<file path="config.mk">
export PLATFORM = sky130hd
export DESIGN_NAME = lv_bist_seq
export DESIGN_NICKNAME = d
export VERILOG_FILES = /design/src/rtl/lv_bist_pkg.sv /design/src/rtl/lv_bist_tmr.sv /design/src/rtl/lv_bist_seq.sv
export SDC_FILE = /design/constraint.sdc
export NUM_CORES = 1
export LEC_CHECK = 0
export ABC_CLOCK_PERIOD_IN_PS = 1950
export CAP_MARGIN = 20
export CORE_UTILIZATION = 29
export CTS_CLUSTER_DIAMETER = 50
export DETAILED_ROUTE_END_ITERATION = 16
export REMOVE_ABC_BUFFERS = 1
export SLEW_MARGIN = 30
export SYNTH_ARGS = -nofsm -noshare
export SYNTH_HDL_FRONTEND = slang
export SYNTH_SLANG_ARGS = --single-unit
</file>
<file path="constraint.sdc">
create_clock -name i_clk -period 1.95 [get_ports i_clk]
set_input_delay 0.4875 -clock i_clk [delete_from_list [all_inputs] [get_ports i_clk]]
set_output_delay 0.4875 -clock i_clk [all_outputs]
set_load 0.005 [all_outputs]
</file>
<file path="src/rtl/lv_bist_pkg.sv">
// Shared types and helpers for the LV-side BIST sequencer.
package lv_bist_pkg;

    // Core clock cycles per microsecond, as used across the LV domain.
    localparam int COM_CLK_M = 48;

    typedef enum logic [1:0] {
        ST_IDLE  = 2'b00,
        ST_ABIST = 2'b01,
        ST_LBIST = 2'b10,
        ST_END   = 2'b11
    } bist_st_e;

    typedef enum logic [1:0] {
        BIST_OK    = 2'b00,
        BIST_AFAIL = 2'b01,
        BIST_LFAIL = 2'b10,
        BIST_TMO   = 2'b11
    } bist_code_e;

    function automatic int max_i(input int a, input int b);
        return (a > b) ? a : b;
    endfunction

endpackage

</file>
<file path="src/rtl/lv_bist_tmr.sv">
// Phase timer: clear-on-entry saturating up-counter, flags when it equals the limit.
// Zero-latency compare on the registered count; no backpressure.
module lv_bist_tmr #(
    parameter int W = 14
) (
    input  logic         i_clk,
    input  logic         i_rst_n,
    input  logic         clr_i,
    input  logic [W-1:0] lim_i,
    output logic         hit_o
);

    logic [W-1:0] cnt_q;
    logic [W-1:0] cnt_d;

    // Holding at all-ones keeps a stuck phase from wrapping back under the limit.
    always_comb begin
        cnt_d = cnt_q;
        if (clr_i) begin
            cnt_d = '0;
        end else if (cnt_q != {W{1'b1}}) begin
            cnt_d = cnt_q + 1'b1;
        end
    end

    always_ff @(posedge i_clk or negedge i_rst_n) begin
        if (!i_rst_n) begin
            cnt_q <= '0;
        end else begin
            cnt_q <= cnt_d;
        end
    end

    assign hit_o = (cnt_q == lim_i);

endmodule

</file>
<file path="src/rtl/lv_bist_seq.sv">
// LV BIST sequencer: runs analog then logic BIST under timeouts, reports pass/fail + cause.
// Outputs registered, one cycle after each decision; no backpressure, requests outside IDLE are dropped.
module lv_bist_seq
    import lv_bist_pkg::*;
#(
    parameter int CLK_M       = COM_CLK_M,
    parameter int ABIST_TO_US = 100,
    parameter int LBIST_TO_US = 200
) (
    input  logic       i_clk,
    input  logic       i_rst_n,
    input  logic       i_bist_req,
    input  logic       i_bist_abort,
    output logic       o_bist_en,
    input  logic       i_lbist_en,
    input  logic       i_lv_abist_fail,
    output logic       o_lbist_start,
    input  logic       i_lbist_done,
    input  logic       i_lbist_fail,
    output logic       o_bist_busy,
    output logic       o_bist_done,
    output logic       o_bist_fail,
    output logic [1:0] o_bist_code
);

    localparam int ABIST_TO_CYC = ABIST_TO_US * CLK_M;
    localparam int LBIST_TO_CYC = LBIST_TO_US * CLK_M;
    localparam int TMR_W        = $clog2(max_i(ABIST_TO_CYC, LBIST_TO_CYC) + 1);

    localparam logic [TMR_W-1:0] A_LIM = TMR_W'(ABIST_TO_CYC - 1);
    localparam logic [TMR_W-1:0] L_LIM = TMR_W'(LBIST_TO_CYC - 1);

    bist_st_e         st_q;
    bist_code_e       code_q;
    logic             bist_en_q;
    logic             lbist_start_q;
    logic             busy_q;
    logic             done_q;
    logic             fail_q;

    logic             tmr_clr;
    logic [TMR_W-1:0] tmr_lim;
    logic             tmr_hit;

    // Timer sits at zero outside the phases and restarts on the ABIST->LBIST handover.
    assign tmr_clr = (st_q == ST_IDLE) || (st_q == ST_END) ||
                     ((st_q == ST_ABIST) && i_lbist_en);
    assign tmr_lim = (st_q == ST_LBIST) ? L_LIM : A_LIM;

    lv_bist_tmr #(
        .W(TMR_W)
    ) u_tmr (
        .i_clk  (i_clk),
        .i_rst_n(i_rst_n),
        .clr_i  (tmr_clr),
        .lim_i  (tmr_lim),
        .hit_o  (tmr_hit)
    );

    always_ff @(posedge i_clk or negedge i_rst_n) begin
        if (!i_rst_n) begin
            st_q          <= ST_IDLE;
            code_q        <= BIST_OK;
            bist_en_q     <= 1'b0;
            lbist_start_q <= 1'b0;
            busy_q        <= 1'b0;
            done_q        <= 1'b0;
            fail_q        <= 1'b0;
        end else begin
            done_q <= 1'b0;
            case (st_q)
                ST_IDLE: begin
                    if (i_bist_req) begin
                        st_q      <= ST_ABIST;
                        bist_en_q <= 1'b1;
                        busy_q    <= 1'b1;
                        code_q    <= BIST_OK;
                        fail_q    <= 1'b0;
                    end
                end
                ST_ABIST: begin
                    if (i_bist_abort) begin
                        st_q      <= ST_IDLE;
                        bist_en_q <= 1'b0;
                        busy_q    <= 1'b0;
                        code_q    <= BIST_OK;
                        fail_q    <= 1'b0;
                    end else if (i_lv_abist_fail) begin
                        st_q      <= ST_END;
                        bist_en_q <= 1'b0;
                        done_q    <= 1'b1;
                        code_q    <= BIST_AFAIL;
                        fail_q    <= 1'b1;
                    end else if (i_lbist_en) begin
                        st_q          <= ST_LBIST;
                        lbist_start_q <= 1'b1;
                    end else if (tmr_hit) begin
                        st_q      <= ST_END;
                        bist_en_q <= 1'b0;
                        done_q    <= 1'b1;
                        code_q    <= BIST_TMO;
                        fail_q    <= 1'b1;
                    end
                end
                ST_LBIST: begin
                    if (i_bist_abort) begin
                        st_q          <= ST_IDLE;
                        bist_en_q     <= 1'b0;
                        lbist_start_q <= 1'b0;
                        busy_q        <= 1'b0;
                        code_q        <= BIST_OK;
                        fail_q        <= 1'b0;
                    end else if (i_lbist_done || tmr_hit) begin
                        st_q          <= ST_END;
                        bist_en_q     <= 1'b0;
                        lbist_start_q <= 1'b0;
                        done_q        <= 1'b1;
                        if (i_lbist_done) begin
                            code_q <= i_lbist_fail ? BIST_LFAIL : BIST_OK;
                            fail_q <= i_lbist_fail;
                        end else begin
                            code_q <= BIST_TMO;
                            fail_q <= 1'b1;
                        end
                    end
                end
                ST_END: begin
                    st_q   <= ST_IDLE;
                    busy_q <= 1'b0;
                end
                default: begin
                    st_q <= ST_IDLE;
                end
            endcase
        end
    end

    assign o_bist_en     = bist_en_q;
    assign o_lbist_start = lbist_start_q;
    assign o_bist_busy   = busy_q;
    assign o_bist_done   = done_q;
    assign o_bist_fail   = fail_q;
    assign o_bist_code   = code_q;

endmodule

</file>
==> flow_summary.toml <==
[detailed_routing]
wl_met2_um = 1520
met3_length_um = 104
drc = 4
antenna_left = 0
highest_layer = "met3"
drtIter0Drc = 63
wl_per_cell_um = 13.1
viasPerCell = 5.18
drtPass1Iterations = 10
wl_met1_um = 1380
num_vias = 1192
wl_um = 3010

[timing]
worst_slew_pin_slew_ps = 468
finalSetupViolCount = 0
fin_crit_sh = 0.953
finalHoldViolCount = 0
fin_skew_ps = 7.92
holdWs_ps = 517
slew_headroom = 0.687
fmax_mhz = 538
setup-tns-final_ps = 0
slew_viol_final = 0
rsz0062_at_grt = "false"
min_period_ps = 1860
setup_slack_ps = 91.4

[logic_synthesis]
yosysWarnings = 0
synth_flop_cell = "dfrtp_1"
synth_edf_count = 0
syn_area_um2 = 1380
synth_common_cells = "23 x dfrtp_1, 19 x nor2_1"
syn-instance-count = 142
synth_area_leaders = "dfrtp_1 42%, ha_1 5.4%, nor2_1 5.2%"
async_reset_ff_frac = 1.00
syn_avg_cell_area_um2 = 9.75
yosysMostFrequentCell = "dfrtp_1"
ys_ff_latch = 23
yosys.area.top_type = "dfrtp_1"
synth_cell_types = 46
synth_seq_area_share = 0.416
yosysTopAreaCellShare = 0.416

[global_routing]
grt.total_usage = 0.133
antenna_found_initial = 0
grt_start_max_net_pins = 24
grt_pass1_wl_um = 5410
grt_overflow_total = 0
first_global_vias = 1240

[clock_tree]
cts.sinks = 23
ctsLongestPathBuffers = 2
ctsHtreeMaxLevel = 1
hold_buffers = 0
tritoncts = "yes"
cts_root_buf = "clkbuf_8"
clk_latency_ps = 270
clkSlewWorstSetupHoldPaths_ps = 90
cts_buffers = 3

[critical_path]
critPathKind = "reg -> reg"
cp_max_fo = 4
rr_worst_depth = 7
critPathCaptureType = "flip-flop"
start_kind = "flip-flop"
critPathArrivalTime_ps = 2020
crit_required_ps = 2110

[status]
status = "finished, violations left"
violations = "design-rule violations"

[die]
placementRows = 24
die_w_um = 71.1
die_area_um2 = 5050
coreArea_um2 = 4470
initial_core_util = 0.309
die_h_um = 71.1
io_pins = 15

[placement]
place_ws_ps = -74.8
routabilityCongestion = 0.816
dp_hpwl_um = 2340
io_buffers = 14

[final_layout]
syn_to_final_growth_pct = 30.8
nets = 193
antennaDiodeCount = 0
layout-drive-gt1-share = 0.219

[hold_path]
whs_path_depth = 1
hold_class = "reg -> reg"

[pwr]
p_leak_nw = 0.798
ir_worst_vdd_mv = 0.451
power_mw = 2.01
p_per_area_nw_per_um2 = 1110

[flow_run]
drv_cap = 0
-- per-layer routing --
metal  GRT usage  vias to the layer above
li1            -                      583
met5           0                        -
met3      0.0299                        0
met1       0.169                      586
met2       0.236                       23
met4      0.0156                        0
-- path summary, 6_finish.rpt --
path / from / endpoint / slack [ps]
setup / recovery: st_q[1]$_DFFE_PN0P_ / o_bist_fail$_DFFE_PN0P_ / 90
hold / removal: o_bist_fail$_DFFE_PN0P_ / o_bist_fail$_DFFE_PN0P_ / 520
setup reg to reg: st_q[1]$_DFFE_PN0P_ / o_bist_fail$_DFFE_PN0P_ / 90
hold reg to reg: o_bist_fail$_DFFE_PN0P_ / o_bist_fail$_DFFE_PN0P_ / 520
max in group asynchronous: i_rst_n / u_tmr.cnt_q[1]$_DFFE_PN0P_ / 1150
min in group asynchronous: i_rst_n / u_tmr.cnt_q[6]$_DFFE_PN0P_ / 560
-- flip-flops by register name, summed over array words and instances (netlist names) --
register and flops:
o_bist_busy 1, o_bist_fail 1, o_bist_done 1, st_q 2, u_tmr.cnt_q 14, o_bist_code 2
o_lbist_start 1, o_bist_en 1
-- placed cells by master, fill, tap and decap left out, types with 4 or more instances in the layout --
| cell | count |
|---|---|
| dfrtp_1 | 23 |
| buf_4 | 22 |
| nor2_1 | 19 |
| clkdlybuf4s50_1 | 14 |
| inv_1 | 7 |
| a21oi_1 | 7 |
| nand3_1 | 7 |
| nand2_1 | 7 |
| a31oi_1 | 5 |
| ha_1 | 5 |
| nand2b_1 | 4 |
| xor2_1 | 4 |
-- through the flow --
step                      area, µm²   util  instances
final                          1810  0.405        230
after global placement         1730  0.388        226
after floorplan                1360      -        138
after detailed placement       1730  0.388        226
after CTS                      1780  0.398        230
after global routing           1810  0.405        230
-- kinds of logic after synthesis --
group                    Yosys count  share of synthesized area
AND/OR/NAND/NOR                   59                      0.249
XOR/XNOR                           7                     0.0443
buffers and inverters             11                     0.0335
multiplexers                       6                     0.0515
flip-flops                        23                      0.416
adder cells (fa/ha/maj)            6                     0.0542
AO/OA/AOI/OAI                     30                      0.152
-- power by group --
part           internal, mW  total (mW)  switching (mW)
registers             0.581       0.653          0.0722
clock network         0.143       0.298           0.156
logic                 0.573        1.06           0.490
-- critical path, cell delays in order (launching register included) --
cell      delay [ps]
dfrtp_1          430
buf_4            150
inv_1            100
ha_1             200
nand2b_1         110
a21o_1           240
o21ai_4          200
mux2_4           310
-- repair_timing --
| action | CTS | global route |
|---|---|---|
| resized for setup | 0 | 5 |
| endpoints found under the setup margin | 7 | 8 |
| buffers inserted | 0 | 0 |
| pin swaps | 1 | 2 |
-- final cells by class --
| class | count | area, µm² |
|---|---|---|
| clock buffer | 3 | 41.3 |
| inverter | 7 | 26.3 |
| sequential | 23 | 576 |
| fill | 427 | 2660 |
| clock inverter | 1 | 5.00 |
| timing repair buffer | 36 | 305 |
| multi-input combinational | 108 | 792 |
| tap | 52 | 65.1 |
No activity file was read; power rests on OpenSTA's default activity.
